$ cat src/rtl/mock_dev_pkg.sv
// Shared constants and types for the mock console-input device.
package mock_dev_pkg;

   // Register byte offsets inside the 16-byte window (only bits [3:2] decode)
   localparam logic [3:0] OFF_RXDATA = 4'h0;
   localparam logic [3:0] OFF_STATUS = 4'h4;
   localparam logic [3:0] OFF_CTRL   = 4'h8;
   localparam logic [3:0] OFF_RSVD   = 4'hC;

   // STATUS bit positions
   localparam int ST_NOT_EMPTY = 0;
   localparam int ST_FULL      = 1;
   localparam int ST_COUNT_LSB = 8;
   localparam int ST_COUNT_W   = 8;
   localparam int ST_OVERRUN   = 16;

   // CTRL bit positions
   localparam int CTRL_IRQ_EN  = 0;
   localparam int CTRL_FLUSH   = 1;
   localparam int CTRL_OVR_CLR = 2;

   // RXDATA value returned when the FIFO is empty
   localparam logic [31:0] EMPTY_READ = 32'h8000_0000;

   typedef enum logic [1:0] {
      IDLE,
      WAIT,
      RESP
   } state_e;

endpackage

$ cat src/rtl/mock_uart_rx_if.sv
// Core-side device bus between the Aquila core and the mock RX device.
interface mock_uart_rx_if #(
   parameter int ADDR_WIDTH = 32,
   parameter int DATA_WIDTH = 32
) ();
   logic                    strobe;
   logic [ADDR_WIDTH-1:0]   addr;
   logic                    rw;
   logic [DATA_WIDTH/8-1:0] byte_enable;
   logic [DATA_WIDTH-1:0]   core2dev_data;
   logic                    data_ready;
   logic [DATA_WIDTH-1:0]   dev2core_data;

   modport master (
      output strobe, addr, rw, byte_enable, core2dev_data,
      input  data_ready, dev2core_data
   );

   modport slave (
      input  strobe, addr, rw, byte_enable, core2dev_data,
      output data_ready, dev2core_data
   );
endinterface

$ cat src/rtl/mock_uart_rx_sync_fifo.sv
// Synchronous FIFO with flush; flush overrides a simultaneous push or pop.
module sync_fifo #(
   parameter int WIDTH = 8,
   parameter int DEPTH = 16
) (
   input  logic                   clk,
   input  logic                   rst,
   input  logic                   push,
   input  logic                   pop,
   input  logic                   flush,
   input  logic [WIDTH-1:0]       din,
   output logic [WIDTH-1:0]       dout,
   output logic                   full,
   output logic                   empty,
   output logic [$clog2(DEPTH):0] count
);
   localparam int PTR_W = $clog2(DEPTH);

   logic [WIDTH-1:0] mem_q [DEPTH];
   logic [PTR_W-1:0] wr_ptr_q, wr_ptr_d;
   logic [PTR_W-1:0] rd_ptr_q, rd_ptr_d;
   logic [PTR_W:0]   count_q, count_d;
   logic             do_push, do_pop;

   assign full  = (count_q == (PTR_W+1)'(DEPTH));
   assign empty = (count_q == '0);
   assign count = count_q;
   assign dout  = mem_q[rd_ptr_q];

   // Next pointers and occupancy; pointers wrap naturally modulo DEPTH
   always_comb begin
      do_push  = push && !full && !flush;
      do_pop   = pop && !empty && !flush;
      wr_ptr_d = wr_ptr_q;
      rd_ptr_d = rd_ptr_q;
      count_d  = count_q;
      if (flush) begin
         wr_ptr_d = '0;
         rd_ptr_d = '0;
         count_d  = '0;
      end else begin
         if (do_push) wr_ptr_d = wr_ptr_q + PTR_W'(1);
         if (do_pop)  rd_ptr_d = rd_ptr_q + PTR_W'(1);
         case ({do_push, do_pop})
            2'b10:   count_d = count_q + (PTR_W+1)'(1);
            2'b01:   count_d = count_q - (PTR_W+1)'(1);
            default: count_d = count_q;
         endcase
      end
   end

   // Pointer and count registers
   always_ff @(posedge clk or posedge rst) begin
      if (rst) begin
         wr_ptr_q <= '0;
         rd_ptr_q <= '0;
         count_q  <= '0;
      end else begin
         wr_ptr_q <= wr_ptr_d;
         rd_ptr_q <= rd_ptr_d;
         count_q  <= count_d;
      end
   end

   // Storage array; contents are meaningless once the pointers reset
   always_ff @(posedge clk) begin
      if (do_push) mem_q[wr_ptr_q] <= din;
   end

endmodule

$ cat src/rtl/mock_uart_rx.sv
// Console-input responder: host pushes bytes, core pops them over M_DEVICE.
module mock_uart_rx
   import mock_dev_pkg::*;
#(
   parameter int                    ADDR_WIDTH = 32,
   parameter int                    DATA_WIDTH = 32,
   parameter logic [ADDR_WIDTH-1:0] BASE_ADDR  = 32'hC000_0100,
   parameter int                    FIFO_DEPTH = 16,
   parameter int                    RESP_LAT   = 2
) (
   input  logic                clk,
   input  logic                rst,
   mock_uart_rx_if.slave       M_DEVICE,
   input  logic                host_valid,
   input  logic [7:0]          host_data,
   output logic                host_ready,
   output logic                irq
);
   localparam int CNT_W  = (RESP_LAT > 1) ? $clog2(RESP_LAT) : 1;
   localparam int FCNT_W = $clog2(FIFO_DEPTH) + 1;
   localparam int BE_W   = DATA_WIDTH / 8;

   state_e                  state_q, state_d;
   logic [CNT_W-1:0]        lat_cnt_q, lat_cnt_d;
   logic [ADDR_WIDTH-1:0]   addr_q, addr_d;
   logic                    rw_q, rw_d;
   logic [BE_W-1:0]         be_q, be_d;
   logic [DATA_WIDTH-1:0]   wdata_q, wdata_d;
   logic                    irq_en_q, irq_en_d;
   logic                    overrun_q, overrun_d;

   logic                    resp;
   logic [DATA_WIDTH-1:0]   rdata;
   logic                    in_window;
   logic                    fifo_pop, fifo_flush, ovr_clr;
   logic                    fifo_full, fifo_empty;
   logic [7:0]              fifo_dout;
   logic [FCNT_W-1:0]       fifo_count;
   logic                    unused_bits;

   sync_fifo #(
      .WIDTH (8),
      .DEPTH (FIFO_DEPTH)
   ) u_fifo (
      .clk   (clk),
      .rst   (rst),
      .push  (host_valid),
      .pop   (fifo_pop),
      .flush (fifo_flush),
      .din   (host_data),
      .dout  (fifo_dout),
      .full  (fifo_full),
      .empty (fifo_empty),
      .count (fifo_count)
   );

   assign in_window   = (addr_q[ADDR_WIDTH-1:4] == BASE_ADDR[ADDR_WIDTH-1:4]);
   assign host_ready  = ~fifo_full;
   assign irq         = irq_en_q & ~fifo_empty;
   assign unused_bits = ^{addr_q[1:0], be_q, wdata_q};

   assign M_DEVICE.data_ready    = resp;
   assign M_DEVICE.dev2core_data = rdata;

   // FSM next state, request latch, register actions and read mux
   always_comb begin
      state_d    = state_q;
      lat_cnt_d  = lat_cnt_q;
      addr_d     = addr_q;
      rw_d       = rw_q;
      be_d       = be_q;
      wdata_d    = wdata_q;
      irq_en_d   = irq_en_q;
      fifo_pop   = 1'b0;
      fifo_flush = 1'b0;
      ovr_clr    = 1'b0;
      resp       = 1'b0;
      rdata      = '0;
      case (state_q)
         IDLE: begin
            if (M_DEVICE.strobe) begin
               addr_d  = M_DEVICE.addr;
               rw_d    = M_DEVICE.rw;
               be_d    = M_DEVICE.byte_enable;
               wdata_d = M_DEVICE.core2dev_data;
               if (RESP_LAT == 1) begin
                  state_d = RESP;
               end else begin
                  lat_cnt_d = CNT_W'(RESP_LAT - 1);
                  state_d   = WAIT;
               end
            end
         end
         WAIT: begin
            lat_cnt_d = lat_cnt_q - CNT_W'(1);
            if (lat_cnt_q == CNT_W'(1)) state_d = RESP;
         end
         RESP: begin
            resp    = 1'b1;
            state_d = IDLE;
            if (in_window) begin
               case (addr_q[3:2])
                  OFF_RXDATA[3:2]: begin
                     if (!rw_q) begin
                        if (fifo_empty) begin
                           rdata[31:0] = EMPTY_READ;
                        end else begin
                           rdata[7:0] = fifo_dout;
                           fifo_pop   = 1'b1;
                        end
                     end
                  end
                  OFF_STATUS[3:2]: begin
                     if (!rw_q) begin
                        rdata[ST_NOT_EMPTY]                 = ~fifo_empty;
                        rdata[ST_FULL]                      = fifo_full;
                        rdata[ST_COUNT_LSB +: ST_COUNT_W]   = ST_COUNT_W'(fifo_count);
                        rdata[ST_OVERRUN]                   = overrun_q;
                     end
                  end
                  OFF_CTRL[3:2]: begin
                     if (rw_q) begin
                        if (be_q[0]) begin
                           irq_en_d   = wdata_q[CTRL_IRQ_EN];
                           fifo_flush = wdata_q[CTRL_FLUSH];
                           ovr_clr    = wdata_q[CTRL_OVR_CLR];
                        end
                     end else begin
                        rdata[CTRL_IRQ_EN] = irq_en_q;
                     end
                  end
                  default: ;
               endcase
            end
         end
         default: state_d = IDLE;
      endcase
      // A fresh drop in the same cycle as a clear leaves the flag set
      overrun_d = (overrun_q & ~ovr_clr) | (host_valid & fifo_full);
   end

   // State, request latch and control registers
   always_ff @(posedge clk or posedge rst) begin
      if (rst) begin
         state_q   <= IDLE;
         lat_cnt_q <= '0;
         addr_q    <= '0;
         rw_q      <= 1'b0;
         be_q      <= '0;
         wdata_q   <= '0;
         irq_en_q  <= 1'b0;
         overrun_q <= 1'b0;
      end else begin
         state_q   <= state_d;
         lat_cnt_q <= lat_cnt_d;
         addr_q    <= addr_d;
         rw_q      <= rw_d;
         be_q      <= be_d;
         wdata_q   <= wdata_d;
         irq_en_q  <= irq_en_d;
         overrun_q <= overrun_d;
      end
   end

endmodule
$ cat src/flat_wrapper.sv
// flat-port wrapper written by rule: the top's interface ports become plain ports
module mock_uart_rx_flat import mock_dev_pkg::*;
#(
   parameter int                    ADDR_WIDTH = 32,
   parameter int                    DATA_WIDTH = 32,
   parameter logic [ADDR_WIDTH-1:0] BASE_ADDR  = 32'hC000_0100,
   parameter int                    FIFO_DEPTH = 16,
   parameter int                    RESP_LAT   = 2
)
  (clk, rst, host_valid, host_data, host_ready, irq, M_DEVICE_strobe, M_DEVICE_addr, M_DEVICE_rw, M_DEVICE_byte_enable, M_DEVICE_core2dev_data, M_DEVICE_data_ready, M_DEVICE_dev2core_data);
  mock_uart_rx_if #(.ADDR_WIDTH(ADDR_WIDTH), .DATA_WIDTH(DATA_WIDTH)) M_DEVICE_i ();
  input  logic clk;
  input  logic rst;
  input  logic host_valid;
  input  logic [7:0] host_data;
  output logic host_ready;
  output logic irq;
  input wire logic [$bits(M_DEVICE_i.strobe)-1:0] M_DEVICE_strobe;
  input wire logic [$bits(M_DEVICE_i.addr)-1:0] M_DEVICE_addr;
  input wire logic [$bits(M_DEVICE_i.rw)-1:0] M_DEVICE_rw;
  input wire logic [$bits(M_DEVICE_i.byte_enable)-1:0] M_DEVICE_byte_enable;
  input wire logic [$bits(M_DEVICE_i.core2dev_data)-1:0] M_DEVICE_core2dev_data;
  output wire logic [$bits(M_DEVICE_i.data_ready)-1:0] M_DEVICE_data_ready;
  output wire logic [$bits(M_DEVICE_i.dev2core_data)-1:0] M_DEVICE_dev2core_data;
  assign M_DEVICE_i.strobe = M_DEVICE_strobe;
  assign M_DEVICE_i.addr = M_DEVICE_addr;
  assign M_DEVICE_i.rw = M_DEVICE_rw;
  assign M_DEVICE_i.byte_enable = M_DEVICE_byte_enable;
  assign M_DEVICE_i.core2dev_data = M_DEVICE_core2dev_data;
  assign M_DEVICE_data_ready = M_DEVICE_i.data_ready;
  assign M_DEVICE_dev2core_data = M_DEVICE_i.dev2core_data;
  mock_uart_rx #(.ADDR_WIDTH(ADDR_WIDTH), .DATA_WIDTH(DATA_WIDTH), .BASE_ADDR(BASE_ADDR), .FIFO_DEPTH(FIFO_DEPTH), .RESP_LAT(RESP_LAT)) u_core (.clk(clk), .rst(rst), .M_DEVICE(M_DEVICE_i), .host_valid(host_valid), .host_data(host_data), .host_ready(host_ready), .irq(irq));
endmodule
$ cat config.mk
export PLATFORM = sky130hd
export DESIGN_NAME = mock_uart_rx_flat
export DESIGN_NICKNAME = d
export VERILOG_FILES = /design/src/rtl/mock_dev_pkg.sv /design/src/rtl/mock_uart_rx_if.sv /design/src/rtl/mock_uart_rx_sync_fifo.sv /design/src/rtl/mock_uart_rx.sv /design/src/flat_wrapper.sv
export SDC_FILE = /design/constraint.sdc
export NUM_CORES = 1
export LEC_CHECK = 0
export CORE_MARGIN = 3
export CORE_UTILIZATION = 55
export CTS_CLUSTER_SIZE = 24
export DETAILED_ROUTE_END_ITERATION = 7
export DONT_BUFFER_PORTS = 1
export GPL_TIMING_DRIVEN = 0
export PLACE_DENSITY = 0.7
export SYNTH_ARGS = -nofsm -noshare
export SYNTH_HDL_FRONTEND = slang
export SYNTH_HIERARCHICAL = 1
export SYNTH_SLANG_ARGS = --single-unit
$ cat constraint.sdc
create_clock -name clk -period 4.5 [get_ports clk]
set_input_delay 0.45 -clock clk [delete_from_list [all_inputs] [get_ports clk]]
set_output_delay 0.45 -clock clk [all_outputs]
set_load 0.1 [all_outputs]
# Yosys cells after proc, flatten, opt, wreduce, memory -nomap -nowiden
# Memory sizes are Yosys's and may differ from the RTL's.
# Cells that the tools add are included.
classes:
  muxes: 42
  eq_ne: 10
  bitwise_logic: 7
  n_addsub: 5
  n_reduce_logical: 18
op_table:
  columns: ["cell", "count"]
  rows:
  - ["$mux W32", 3]
  - ["$eq A28 B28 Y1 const B", 1]
  - ["$mux W24", 1]
  - ["$mux W1", 20]
  - ["$pmux W9 S2", 1]
  - ["$mux W4", 4]
  - ["$mux W15", 1]
  - ["$pmux W5 S2", 1]
  - ["$mux W9", 1]
  - ["$add A4 B1 Y4 const B", 2]
  - ["$mux W8", 1]
  - ["$eq A2 B1 Y1 const B", 3]
  - ["$eq A2 B2 Y1 const B", 3]
  - ["$mux W2", 3]
  - ["$mux W6", 1]
  - ["$reduce_and A2 Y1", 3]
  - ["$reduce_bool A2 Y1", 3]
  - ["$add A5 B1 Y5 const B", 1]
  - ["$eq A5 B5 Y1 const B", 1]
  - ["$logic_not A5 Y1", 1]
  - ["$mux W5", 1]
  - ["$reduce_and A5 Y1", 1]
  - ["$sub A5 B1 Y5 const B", 1]
  - ["$logic_and A1 B1 Y1", 4]
  - ["other kinds (12)", 20]
word_totals:
  mem_count: 1
  in_bits: 81
  ram_bits: 128
  regBits: 55
memory_table:
  columns: ["memory", "words", "width", "read_ports", "rd_clocked_by_memory_dff", "write_ports", "line_no", "rtl"]
  rows:
  - ["u_core.u_fifo.mem_q", 16, 8, 1, 0, 1, "mock_uart_rx_sync_fifo.sv:19", "logic [WIDTH-1:0] mem_q [DEPTH];"]

# Depth between registers and ports, before layout
depth:
  word_depth: 11
  mapped_depth: 15

# Hierarchy
# The synthesis kept the hierarchy.
modules_own_cells:
  columns: ["mod", "area_per_inst_um2", "cells_per_inst", "instances", "seq_area_each_um2"]
  rows:
  - ["sync_fifo", 5923.2, 299, 1, 4169.0]
  - ["mock_uart_rx", 1998.2, 152, 1, 1001.0]

# Worst setup path after synthesis
# Ideal clock, no wire load.
synth_path:
  path_type: "register to register"
  start: "register u_core.state_q[0]"
  end: "register u_core.u_fifo.count_q[4], in the netlist u_core/u_fifo/count[4]"
  synth_period_minus_slack_ps: 3822
  path_slack_ps: 678
  arrival_time_ps: 3740
  path_buffers: 1
  path_stages_with_launch: 13
  cell_sequence: "dfrtp_1 > and2b_1 > nand4_4 > nor3_4 > buf_1 > o21ai_2 > or3b_4 > inv_2 > ha_1 > nor2b_1 > o22a_1 > a211o_1 > a31oi_1"
synth_between:
  elab_chain_len: 7
  word_cells_on_any_way: 12
  classes_between: "eq/ne (3); mux (4); reduce/logical (5)"
synth_lines:
  columns: ["element", "line_no", "rtl"]
  rows:
  - ["from (decl)", "mock_uart_rx.sv:23", "state_e state_q, state_d;"]
  - ["from (signal assigned)", "mock_uart_rx.sv:154", "state_q <= state_d;"]
  - ["$eq A2 B2 Y1 (*)", "mock_uart_rx.sv:79", "case (state_q)"]
  - ["$mux W1 (*)", "mock_uart_rx.sv:79", null]
  - ["named net u_core.fifo_pop", "mock_uart_rx.sv:35", "logic fifo_pop, fifo_flush, ovr_clr;"]
  - ["$logic_and A1 B1 Y1 (*) (2 in series)", "mock_uart_rx_sync_fifo.sv:33", "do_pop = pop && !empty && !flush;"]
  - ["$eq A2 B1 Y1 or $eq A2 B2 Y1 (tied branches)", "mock_uart_rx_sync_fifo.sv:44", "case ({do_push, do_pop})"]
  - ["$pmux W5 S2", "mock_uart_rx_sync_fifo.sv:44", null]
  - ["$mux W5", "mock_uart_rx_sync_fifo.sv:37", "if (flush) begin"]
  - ["to (signal assigned)", "mock_uart_rx_sync_fifo.sv:61", "count_q <= count_d;"]
  - ["to (decl)", "mock_uart_rx_sync_fifo.sv:22", "logic [PTR_W:0] count_q, count_d;"]
# The timed path passes the listed nets; every way through them passes the cells marked *.
# A chain may end at the register's enable or synchronous reset.

# Worst setup path in the final report
layout_path:
  start: "register u_core.u_fifo.count_q[4], in the netlist u_core/u_fifo/count[4]"
  end: "register u_core.u_fifo.count_q[4], in the netlist u_core/u_fifo/count[4]"
layout_between:
  elab_chain_len: 11
  word_cells_on_any_way: 20
  classes_between: "add/sub (2); eq/ne (3); mux (7); reduce/logical (8)"
layout_lines:
  columns: ["element", "line_no", "rtl"]
  rows:
  - ["$logic_not A5 Y1 (*)", "mock_uart_rx_sync_fifo.sv:26", "assign empty = (count_q == '0);"]
  - ["named net u_core.fifo_empty", "mock_uart_rx.sv:36", "logic fifo_full, fifo_empty;"]
  - ["$mux W1 (*)", "mock_uart_rx.sv:105", "if (fifo_empty) begin"]
  - ["$mux W1 (*)", "mock_uart_rx.sv:104", "if (!rw_q) begin"]
  - ["$mux W1 (*)", "mock_uart_rx.sv:102", "case (addr_q[3:2])"]
  - ["$mux W1 (*)", "mock_uart_rx.sv:101", "if (in_window) begin"]
  - ["$mux W1 (*)", "mock_uart_rx.sv:79", null]
  - ["named net u_core.fifo_pop", "mock_uart_rx.sv:35", null]
  - ["$logic_and A1 B1 Y1 (*) (2 in series)", "mock_uart_rx_sync_fifo.sv:33", null]
  - ["$eq A2 B1 Y1 or $eq A2 B2 Y1 (tied branches)", "mock_uart_rx_sync_fifo.sv:44", null]
  - ["$pmux W5 S2", "mock_uart_rx_sync_fifo.sv:44", null]
  - ["$mux W5", "mock_uart_rx_sync_fifo.sv:37", null]
# Marked as above.

==> metrics.yaml <==
hp-class: "input pin to async pin"
fp.coreArea_sq_um: 14000
p_int_mw: 3.39
synthAdderAreaFrac_pct: 1.52
p_comb_share_pct: 19.2
powerDensity_nw_per_um2: 533
final_max_slew_viol_count: 0
ant_nets: 0
mostFrequentLayoutCells: "edfxtp_1, dfrtp_1, mux2_2, nor2_1, mux4_2"
peakVddDrop_v: 0.000324
cts_buffer_depth: 2
ys_seq_area_share_pct: 65.3
worstPathArrival_ns: 4.45
rr_worst_depth: 15
cp-start-kind: "register"
ys_ff_latch: 181
path_class: "register to register"
cp_cell_sequence: "clkbuf_1 -> inv_1 -> nand2_1 -> inv_1 -> or4_1 -> nor3_4 -> clkbuf_2 -> o21ai_2 -> or3b_4 -> inv_2 -> ha_1 -> nor2b_1 -> o22a_1 -> a211o_1 -> a31oi_1"
slowest_stage: "or4_1"
grt_pass1_vias: 4035
dp_slack_ns: 0.123
synthMuxAreaShare_pct: 18.4
period_needed_ns: 4.12
max_freq_ghz: 0.243
yosys-top-cells-area: "edfxtp_1, dfrtp_1, mux4_2"
async_flop_share_pct: 29.3
hold_viol_final: 0
sw_frac_of_total_pct: 27.7
seqPwrFrac_pct: 49.8
avgSynthCellArea_sq_um: 17.6
clkTransAtPathRegs_ns: 0.06
die-area_sq_um: 15900
routabilityCongestion: 0.813
h-tree-depth: 4
placementRows: 43
overflow: 0
synth_top_cell_area_share_pct: 48.5
drt-total-wl_mm: 15.2
viasPerCell: 5.89
cts_root_buf: "clkbuf_16"
grt_max_degree: 41
tightest_slew_ns: 1.08
r2r-start: "u_core/u_fifo/count[4]"
layout_commonest_cell: "edfxtp_1"
maxCapViolations: 0
vias: 3990
outcome: "finished, final reports clean"
p_clk_share_pct: 31.0
synth_top_family_by_area: "multiplexers"
antenna_found_initial: 0
synthXorXnorAreaFrac_pct: 0.663
drtIter0Drc: 231
dieHeight_um: 126
start_util_pct: 56.6
gr-usage-all-layers_pct: 20.1
antenna_cells: 0
fin_skew_ns: 0.0177
grt_pass1_wl_mm: 23.6
max_stage_delay_ns: 0.56
cts_buffers: 17
synthesis.area_sq_um: 7920
wl_per_cell_um: 22.4
maxSlewHeadroom_pct: 27.4
worst_slack_ns: 0.383
synth.distinct_cells: 63
critPathLaunch: "u_core/u_fifo/count[4]"
port_buffers: 0
p_sw_mw: 1.30
synth_top_cell_by_area: "edfxtp_1"
clk_latency_ns: 0.42
dpl.hpwl_mm: 10.6
endpoint_kind: "register"
fin_crit_sh_pct: 91.5
drive_above_1_share_pct: 29.4
p_leak_nw: 3.20
rsz0062_at_grt: "no"
setup_tns_ns: 0
synth_top_flop_cell: "edfxtp_1"
syn_to_final_growth_pct: 11.3
ys.warnings.count: 6
final_nets: 577
clock-sinks: 181
io_pins: 116
drcViolationCount: 0
post-cts-setup-buffers: 0
synthSimpleGateAreaFrac_pct: 8.21
drt_first_pass_iters: 5
cp.required_ns: 4.83
synth_compound_area_share_pct: 2.16
die_w_um: 126
setup_violations: 0
crit_fanout: 10
cp_common_cell: "inv_1"
synthCells: 451
cts_tree: "built"
synth-edff-count: 128
[flip-flops by register name (all words and copies together), names as in the netlist]
| signal | flops |
|---|---|
| u_core/u_fifo/mem_q | 128 |
| u_core/state_q | 2 |
| u_core/u_fifo/rd_ptr_q | 4 |
| u_core/be_q | 1 |
| u_core/wdata_q | 3 |
| u_core/overrun_q | 1 |
| u_core/irq_en_q | 1 |
| u_core/u_fifo/count | 5 |
| u_core/rw_q | 1 |
| u_core/addr_q | 30 |
| u_core/u_fifo/wr_ptr_q | 4 |
| u_core/lat_cnt_q | 1 |
[metal layers]
layer  global-route usage, %  share of wire (%)
met2                    33.1                 51
met1                    26.3                 41
met5                       0                  0
met4                    6.44                1.7
met3                    5.77                6.3
[final cells by class]
class                   count  area (sq um)
clock buffers              17           425
inverters                  14          52.6
fillers                   989          5170
clock inverters            12           154
flip-flops and latches    181          5170
repair buffers              1          10.0
multi-input cells         237          2530
well taps                 180           225
plain buffers              35           248
[cell usage after synthesis, drive strengths merged, types with 3 or more instances]
| cell | number |
|---|---|
| edfxtp | 128 |
| dfrtp | 53 |
| mux4 | 40 |
| mux2 | 39 |
| nor2 | 37 |
| buf | 28 |
| inv | 14 |
| and2 | 12 |
| nand2 | 9 |
| ha | 8 |
| nor3 | 8 |
| clkbuf | 7 |
| mux2i | 5 |
| nor2b | 5 |
| nor4 | 5 |
| nand3 | 4 |
| xor2 | 4 |
| a21oi | 3 |
| nor4b | 3 |
| o211ai | 3 |
| o21ai | 3 |
[logic make-up after synthesis]
family	count (synthesis)
AO/OA/AOI/OAI	21
other	1
buffers and inverters	49
multiplexers	84
AND/OR/NAND/NOR	100
XOR/XNOR	6
adder cells (fa/ha/maj)	9
flip-flops	181
[repair_timing]
action                                 CTS  global route
hold buffers                             1             0
endpoints found under the hold margin   13             0
setup endpoints to repair                0             1
resized for setup                        0             2
[critical path, delay by kind of cell (launching register included)]
kind	cells	cell delay [ns]
DFF	1	0.33
and+or+nand+nor	5	1.64
adders and majority gates	1	0.26
buffers and inverters	5	0.99
AOI/OAI and AO/OA	4	0.80
[metrics by stage]
step	total power, mW	hold WS [ns]	utilization (%)	cells	instance area [sq um]
after global routing	4.92	0.0949	63.0	677	8820
after detailed placement	3.27	0.410	58.8	647	8230
final	4.70	0.0680	63.0	677	8820
after global placement	3.20	0.400	58.7	647	8210
after CTS	4.73	0.0839	63.0	677	8820
after floorplan	3.05	0.327	-	467	7980
[power by group through the flow]
stage / registers [mW] / logic (mW) / clock network (mW)
6_report: 2.34 / 0.902 / 1.46
5_1_grt: 2.38 / 0.985 / 1.56
4_1_cts: 2.34 / 0.905 / 1.48
3_5_place_dp: 2.37 / 0.897 / 0
3_3_place_gp: 2.35 / 0.854 / 0
2_1_floorplan: 2.31 / 0.744 / 0
[worst paths after layout]
check,end,slack (ns)
hold reg to reg,u_core/addr_q[31],0.48
hold / removal,u_core/be_q[0],0.07
min in group clk,u_core/u_fifo/mem_q[3][3],0.12
setup / recovery,u_core/u_fifo/count[4],0.38
max in group asynchronous,u_core/u_fifo/wr_ptr_q[3],3.62
setup reg to reg,u_core/u_fifo/count[4],0.38
No activity file was read; power rests on OpenSTA's default activity.
